[src/rtl/seg_pkg.sv]
// Shared constants, scan state type and anode-select helper for the segment scanner.
// Pure definitions: no latency and no flow control.
package seg_pkg;
    localparam int         NUM_DIGITS = 4;
    localparam logic [7:0] SEG_OFF    = 8'hFF;
    localparam logic [3:0] ANODE_OFF  = 4'hF;

    typedef enum logic {BLANK, DRIVE} scanState;

    // Active-low one-hot select for digit idx.
    function automatic logic [3:0] anodeSel(input logic [1:0] idx);
        return ~(4'b0001 << idx);
    endfunction
endpackage

[src/rtl/seg_slot_timer.sv]
// Per-digit slot counter: strobes slot start, end of blanking and end of slot.
// Strobes are combinational from the counter; Clear restarts the slot on the next edge.
module seg_slot_timer #(
    parameter int DIGIT_TICKS = 100000,
    parameter int BLANK_TICKS = 1000
) (
    input  logic Clk100M,
    input  logic RstN,
    input  logic Clear,
    output logic SlotStart,
    output logic BlankDone,
    output logic SlotDone
);
    localparam int CW = (DIGIT_TICKS > 1) ? $clog2(DIGIT_TICKS) : 1;

    logic [CW-1:0] cnt;

    // Counter only ever counts 0..DIGIT_TICKS-1, so it never wraps mid-slot.
    always_ff @(posedge Clk100M or negedge RstN) begin
        if (!RstN)
            cnt <= '0;
        else if (Clear || SlotDone)
            cnt <= '0;
        else
            cnt <= cnt + CW'(1);
    end

    assign SlotStart = (cnt == '0);
    assign BlankDone = (cnt == CW'(BLANK_TICKS - 1));
    assign SlotDone  = (cnt == CW'(DIGIT_TICKS - 1));
endmodule

[src/rtl/seg_scan_mux.sv]
// Four-digit cathode/anode scanner with per-slot blanking and frame-wide input snapshot; outputs registered (1 cycle).
// No backpressure: free-running while Enable is high; optional SEG_BLINK_EN adds masked digit blinking.
module seg_scan_mux
    import seg_pkg::*;
#(
    parameter int DIGIT_TICKS  = 100000,
    parameter int BLANK_TICKS  = 1000,
    parameter int BLINK_FRAMES = 125
) (
    input  logic       Clk100M,
    input  logic       RstN,
    input  logic       Enable,
    input  logic [7:0] SegIn0,
    input  logic [7:0] SegIn1,
    input  logic [7:0] SegIn2,
    input  logic [7:0] SegIn3,
`ifdef SEG_BLINK_EN
    input  logic [3:0] BlinkMask,
`endif
    output logic [3:0] Anode,
    output logic [7:0] Cathode,
    output logic       FrameTick
);
    scanState                        state;
    logic [1:0]                      idx;
    logic [NUM_DIGITS-1:0][7:0]      snap;
    logic                            slotStart;
    logic                            blankDone;
    logic                            slotDone;
    logic                            frameStart;
    logic                            frameEnd;
    logic                            blankDigit;

    seg_slot_timer #(
        .DIGIT_TICKS(DIGIT_TICKS),
        .BLANK_TICKS(BLANK_TICKS)
    ) u_timer (
        .Clk100M  (Clk100M),
        .RstN     (RstN),
        .Clear    (!Enable),
        .SlotStart(slotStart),
        .BlankDone(blankDone),
        .SlotDone (slotDone)
    );

    assign frameStart = slotStart && (idx == 2'd0);
    assign frameEnd   = slotDone && (idx == 2'd3);

`ifdef SEG_BLINK_EN
    localparam int FW = (BLINK_FRAMES > 1) ? $clog2(BLINK_FRAMES) : 1;

    logic [3:0]    maskSnap;
    logic          phase;
    logic [FW-1:0] frameCnt;

    always_ff @(posedge Clk100M or negedge RstN) begin
        if (!RstN) begin
            maskSnap <= '0;
            phase    <= 1'b0;
            frameCnt <= '0;
        end else if (!Enable) begin
            phase    <= 1'b0;
            frameCnt <= '0;
        end else begin
            if (frameStart)
                maskSnap <= BlinkMask;
            if (frameEnd) begin
                if (frameCnt == FW'(BLINK_FRAMES - 1)) begin
                    frameCnt <= '0;
                    phase    <= ~phase;
                end else begin
                    frameCnt <= frameCnt + FW'(1);
                end
            end
        end
    end

    assign blankDigit = phase && maskSnap[idx];
`else
    assign blankDigit = 1'b0;
`endif

    // Enable low wins over any slot advance happening on the same edge.
    always_ff @(posedge Clk100M or negedge RstN) begin
        if (!RstN) begin
            state     <= BLANK;
            idx       <= 2'd0;
            snap      <= {NUM_DIGITS{SEG_OFF}};
            Anode     <= ANODE_OFF;
            Cathode   <= SEG_OFF;
            FrameTick <= 1'b0;
        end else if (!Enable) begin
            state     <= BLANK;
            idx       <= 2'd0;
            Anode     <= ANODE_OFF;
            Cathode   <= SEG_OFF;
            FrameTick <= 1'b0;
        end else begin
            FrameTick <= frameEnd;
            if (frameStart)
                snap <= {SegIn3, SegIn2, SegIn1, SegIn0};
            case (state)
                BLANK: begin
                    Anode   <= ANODE_OFF;
                    Cathode <= SEG_OFF;
                    if (blankDone)
                        state <= DRIVE;
                end
                DRIVE: begin
                    Anode   <= anodeSel(idx);
                    Cathode <= blankDigit ? SEG_OFF : snap[idx];
                    if (slotDone) begin
                        state <= BLANK;
                        idx   <= idx + 2'd1;
                    end
                end
                default: state <= BLANK;
            endcase
        end
    end
endmodule

[config.mk]
export PLATFORM = sky130hd
export DESIGN_NAME = seg_scan_mux
export DESIGN_NICKNAME = d
export VERILOG_FILES = /design/src/rtl/seg_pkg.sv /design/src/rtl/seg_slot_timer.sv /design/src/rtl/seg_scan_mux.sv
export SDC_FILE = /design/constraint.sdc
export NUM_CORES = 1
export LEC_CHECK = 0
export BUFFER_PORTS_ARGS = -buffer_cell sky130_fd_sc_hd__buf_2
export CELL_PAD_IN_SITES_DETAIL_PLACEMENT = 2
export CELL_PAD_IN_SITES_GLOBAL_PLACEMENT = 2
export CORE_ASPECT_RATIO = 1.2
export CORE_MARGIN = 2
export CORE_UTILIZATION = 43
export CTS_BUF_LIST = sky130_fd_sc_hd__clkbuf_8
export DETAILED_ROUTE_END_ITERATION = 10
export PLACE_DENSITY_LB_ADDON = 0.1
export REMOVE_ABC_BUFFERS = 1
export SYNTH_ARGS = -nofsm -noshare
export SYNTH_HDL_FRONTEND = slang
export SYNTH_SLANG_ARGS = --single-unit
export TNS_END_PERCENT = 5
[constraint.sdc]
create_clock -name Clk100M -period 5.3 [get_ports Clk100M]
set_input_delay 0.53 -clock Clk100M [delete_from_list [all_inputs] [get_ports Clk100M]]
set_output_delay 0.53 -clock Clk100M [all_outputs]
set_load 0.02 [all_outputs]
# Word level (Yosys, flattened, before mapping)
# Cells that the tools add are included.
# Widths: inputs -> output; s select.
# word_totals
regBits,65
memories,0
input_bits,35
mem_bits_rw,0
latchBits,0
out_inout_bits,13
romBits,0
wordCells,44
# classes
n_shift,1
addsub,2
multipliers,0
n_lt_le_gt_ge,1
n_div,0
n_reduce_logical,8
eq_ne,5
mux,15
n_bitwise,2
# ops
op,n
$add 17x1->17 const B,1
$eq 17x10->1 const B,1
$eq 17x17->1 const B,1
$logic_not 17->1,1
$mux 17,1
$bmux 8 s2,1
$mux 8,2
$pmux 8 s2,1
$pmux 4 s2,1
$mux 2,3
$mux 1,4
$mux 4,1
$ne 2x1->1 const B,2
$not 4->4,1
$reduce_and 2->1,2
$shl 1x2->4 const A,1
$lt 2x3->1 const B,1
$add 2x1->2 const B,1
$eq 2x2->1 const B,1
$logic_and 1x1->1,2
$logic_not 2->1,1
$pmux 1 s2,1
$logic_not 1->1,1
$logic_or 1x1->1,1
$not 1->1,1

# Logic depth before layout (Yosys ltp)
# logic_depth
depth_word,4
depth_mapped,8
mapped_depth_nobuf,6

# Modules after synthesis
# From an unflattened synthesis, not the netlist that was laid out.
# hier_totals
hier_cells,238
area_unflattened_um2,3146.8
# by_module_without_submodules
mod,n_inst,cells_each,seq_area_each_um2,area_per_inst_um2
seg_scan_mux,1,137,1256.2,2203.4
seg_slot_timer,1,101,425.4,943.4

# Worst setup path before layout
# No wires, ideal clock.
# synth_path
path_type,reg2reg
start,reg u_timer.cnt[11]
end,reg snap[0] (netlist bit)
slack_ps,2951
setup_ps,82
required_time_ps,5218
path_buffers,2
path_stages_with_launch,7
t_arrival_ps,2267
synth_period_minus_slack_ps,2349
cell_sequence,dfrtp_1 > or4_1 > or4_1 > buf_2 > nor3_4 > buf_6 > mux2_2
# synth_between
elab_chain_cells,3
# synth_lines
element,line,source
start: declaration,seg_slot_timer.sv:16,logic [CW-1:0] cnt;
start signal: assignment,seg_slot_timer.sv:25,cnt <= cnt + CW'(1);
$logic_not 17->1,seg_slot_timer.sv:28,assign SlotStart = (cnt == '0);
$logic_and 1x1->1,seg_scan_mux.sv:46,assign frameStart = slotStart && (idx == 2'd0);
$reduce_and 2->1 (no source line),-,
end signal: assignment,seg_scan_mux.sv:88,snap <= {NUM_DIGITS{SEG_OFF}};
end signal: assignment,seg_scan_mux.sv:101,"snap <= {SegIn3, SegIn2, SegIn1, SegIn0};"
end: declaration,seg_scan_mux.sv:26,logic [NUM_DIGITS-1:0][7:0] snap;
# No other way between the ends.
# A chain may end at the register's enable or synchronous reset.

# Final worst setup path
# layout_path
start,reg u_timer.cnt[13]
end,reg snap[1] (netlist bit)
# Same word-level chain as after synthesis.

==> results.md <==
- The flow ran to the end, and the final reports show no timing, DRC or antenna violations.
- Wires add up to 7440 µm.
- The max-slew violation count is 0.
- The relative max-transition margin is 46.6%.
- The die covers 0.00763 mm².
- In the synthesized netlist the dominant register cell turns out to be sky130_fd_sc_hd__dfstp_2.
- The root buffer cell chosen for the clock tree is sky130_fd_sc_hd__clkbuf_8.
- The initial core utilization is 44.1%.
- The worst-case IR drop observed on VDD is 0.179 mV.
- In this run the count of I/O pins placed on the die edge is 48.
- The mux contribution to synthesized area is 18.1%.
- The register bit count reported by yosys is 65.
- The netlist area before placement is 0.00299 mm².
- The number of enable flip-flop cells after synthesis is 0.
- The overflow left after global routing is 0.
- The number of hold buffers added after CTS is 0.
- The detailed-placement wirelength estimate is 4720 µm.
- The cell taking the most area after synthesis is sky130_fd_sc_hd__dfstp_2.
- The placed instances occupy a cell area of 0.00327 mm².
- The part of the cycle the worst path needs is 50.6%.
- Summed over all cells, the static leakage comes to 1.38 nW.
- The final weighted congestion in routability-driven placement is 0.743.
- The clock period minus worst slack is 2680 ps.
- The pin slew with the least headroom to its limit is 801 ps.
- The count of final hold-check violations was 0.
- The post-synthesis async set-or-reset flop share is 100%.
- The initial antenna violation count is 0.
- The maximum number of pins on one net before global-route repair is 66.
- The clock drives 65 sinks.
- Global routing used 21.9% of the available tracks.
- In this run the worst path has a maximum fanout of 32.
- Dividing the detail-routed wire length by the instance count gives 20.1 µm.
- Summing the areas of all compound-gate instances in the mapped netlist gives 2.14% of the synthesized area.
- After synthesis, the cell types taking the most area are sky130_fd_sc_hd__dfstp_2 39%, sky130_fd_sc_hd__dfrtp_1 18%, sky130_fd_sc_hd__mux2_2 12%.
- The setup slack at placement is 2630 ps.
- After synthesis, the netlist uses 28 different library cells.
- The synthesized instance count is 231.
- The dominant combinational cell family by area after synthesis is multiplexers.
- The area share of and/or/nand/nor cells after synthesis is 13.1%.
- The count of nets after finishing is 320.
- Yosys instantiated no cell more often than sky130_fd_sc_hd__dfstp_2.
- Across all hold checks on the routed design, the worst slack comes to 361 ps.
- After clock tree synthesis, the setup repair step added 0 buffers.
- The remaining number of nets flagged by the antenna check after routing is 0.
- In this run the vertical extent of the chip is 95.3 µm.
- The total of buffers placed on input and output ports is 47.
- The total number of vias is 1990.
- The number of global-route vias before repair came to 2323.
- The Yosys step of the flow raised 0 warnings.
- The critical path class is flop to flop.
- The number of antenna repair diodes is 0.
- The element type at the critical path end is a flop.
- For the final routed database, the setup TNS stands at 0 ps.
- The wire length of the first global-routing pass is 12200 µm.
- In this run the biggest area consumer among cell types represents 38.7% of the synthesized area.
- Setup repair after global routing left no endpoint under its margin.
- The floorplan row count is 33.
- The clock-pin slew of the registers on the worst-case setup and hold paths is 90 ps.
- The relative area change from synthesis to final layout is 16.0%.
- In the post-route analysis, the smallest setup slack over all paths is 2620 ps.
- Data on the critical path arrives at its endpoint at 2980 ps.
- After synthesis, the mean cell area works out to 12.9 µm².
- The number of max-cap violations is 0.
- The synthesized netlist devotes 2.93% of its cell area to adder and majority cells.
- The total power after layout is 1.21 mW.
- The element type at the critical path start is a flop.
- Ranked by instance count, the synthesized netlist is headed by 44 x sky130_fd_sc_hd__dfstp_2, 31 x sky130_fd_sc_hd__mux2_2, 21 x sky130_fd_sc_hd__dfrtp_1.
- For this design the ratio of total power to cell area is 348 mW/mm².
- Setup violations remaining at the end of the flow were counted as 0.
- Cells with a size suffix above 1 make up 53.0% of the layout.
- The maximum level of the CTS H-tree is 3.
- The utilization of the core after routing is 51.2%.
- Once the clock tree was built, the resizer swapped 0 gates to a different size.
- Of the total synthesized cell area, the portion taken by XOR and XNOR cells is 3.81%.
- From left edge to right edge, the die measures 80.1 µm.
- The portion of the post-synthesis area used by sequential elements is 56.3%.
- In this run the register-to-register setup slack is 2620 ps.
- The post-route standard cell area excluding fillers is 0.00347 mm².
- Dividing the detail-routed via count by the number of cells gives 5.38.
- The required time reported for the critical path endpoint is 5590 ps.
- The total area inside the core boundary comes to 0.00677 mm².
- TritonCTS built the clock tree.
- The final cell count without fillers is 370.
- Including well taps, the total number of placed cells is 354.
- In the routed design, unresolved DRC markers number 0.
- In this run, CTS created clock tree buffers numbering 9.
- The kind of path behind the tightest hold check is input pin to async pin.
- On the final layout, the worst clock skew is 13.6 ps.
- The achievable frequency is 373 MHz.
- The clock passes through at most 2 buffers.
- The insertion delay of the later-clocked pin in the worst-skew pair is 360 ps.
- The DRC marker count from the first detailed-route iteration is 94.
- Before antenna repair, the detailed router went through 4 iterations.
[state kept, by name, indices dropped and copies added, names as in the netlist]
name and flops:
FrameTick 1, idx 2, Anode 4, state 1, Cathode 8, u_timer.cnt 17
snap 32
[logic make-up after synthesis]
family,after synthesis
and+or+nand+nor,73
xor gates and xnor gates,13
DFF,65
muxes,40
adders and majority gates,7
AOI/OAI and AO/OA,11
buffers and inverters,22
[area by class of cell]
type	instances	area, µm²
clock buffers	9	124
multi-input cells	144	1200
flip-flops and latches	65	1680
inverters	9	33.8
clock inverters	7	70.1
repair buffers	49	250
well taps	87	109
fillers	674	3310
[path summary, 6_finish.rpt]
kind                                 start               to  depth (start not counted)
setup / recovery           u_timer.cnt[13]          snap[1]                          5
hold / removal                        RstN  u_timer.cnt[10]                          2
setup reg to reg           u_timer.cnt[13]          snap[1]                          5
hold reg to reg             u_timer.cnt[0]   u_timer.cnt[0]                          1
max in group asynchronous             RstN   u_timer.cnt[3]                          2
min in group Clk100M             SegIn0[2]          snap[2]                          2
[critical path: stages, from the launching register on]
cell	delay [ps]
sky130_fd_sc_hd__dfrtp_1	420
sky130_fd_sc_hd__or4_1	580
sky130_fd_sc_hd__or4_1	580
sky130_fd_sc_hd__nor3_4	220
sky130_fd_sc_hd__buf_4	400
sky130_fd_sc_hd__mux2_2	400
[placed cells by master, fill, tap and decap left out]
cell | netlist | layout
sky130_fd_sc_hd__dfstp_2 | 44 | 44
sky130_fd_sc_hd__a21oi_1 | 4 | 4
sky130_fd_sc_hd__nor3_4 | 1 | 1
sky130_fd_sc_hd__or3_1 | 13 | 13
sky130_fd_sc_hd__nor2_1 | 18 | 18
sky130_fd_sc_hd__clkinvlp_4 | 0 | 1
sky130_fd_sc_hd__dfrtp_1 | 21 | 21
sky130_fd_sc_hd__o21ai_0 | 4 | 4
sky130_fd_sc_hd__o21ai_2 | 1 | 1
sky130_fd_sc_hd__xor2_1 | 4 | 4
sky130_fd_sc_hd__clkbuf_8 | 0 | 9
sky130_fd_sc_hd__clkinv_2 | 0 | 3
sky130_fd_sc_hd__nand2_1 | 10 | 10
sky130_fd_sc_hd__clkinv_4 | 0 | 1
sky130_fd_sc_hd__mux2_1 | 1 | 1
sky130_fd_sc_hd__nand4_1 | 7 | 7
sky130_fd_sc_hd__or4_1 | 4 | 4
sky130_fd_sc_hd__bufinv_16 | 0 | 1
sky130_fd_sc_hd__xnor2_1 | 9 | 9
sky130_fd_sc_hd__o31ai_1 | 2 | 2
sky130_fd_sc_hd__ha_1 | 7 | 7
sky130_fd_sc_hd__inv_6 | 0 | 1
sky130_fd_sc_hd__mux4_2 | 8 | 8
sky130_fd_sc_hd__nor4_1 | 5 | 5
sky130_fd_sc_hd__buf_2 | 2 | 47
sky130_fd_sc_hd__and4_1 | 1 | 1
sky130_fd_sc_hd__and2_1 | 1 | 1
sky130_fd_sc_hd__inv_1 | 9 | 9
sky130_fd_sc_hd__nand3_1 | 8 | 8
sky130_fd_sc_hd__buf_4 | 0 | 2
sky130_fd_sc_hd__mux2_2 | 31 | 31
sky130_fd_sc_hd__nor4b_1 | 1 | 1
sky130_fd_sc_hd__nor3_1 | 4 | 4
[routing by layer]
| metal | up-vias | track usage, % | share of wire, % |
|---|---|---|---|
| li1 | 911 | - | - |
| met1 | 1031 | 24.8 | 40 |
| met2 | 37 | 39.8 | 55 |
| met3 | 11 | 4.17 | 2.8 |
| met4 | 0 | 9.75 | 1.8 |
| met5 | - | 0 | 0 |
[power by group]
| group | internal [mW] | switching (mW) |
|---|---|---|
| clock network | 0.217 | 0.212 |
| registers | 0.601 | 0.0361 |
| logic | 0.0839 | 0.0578 |
| total | 0.902 | 0.306 |
Power figures use the tool's default switching activity.
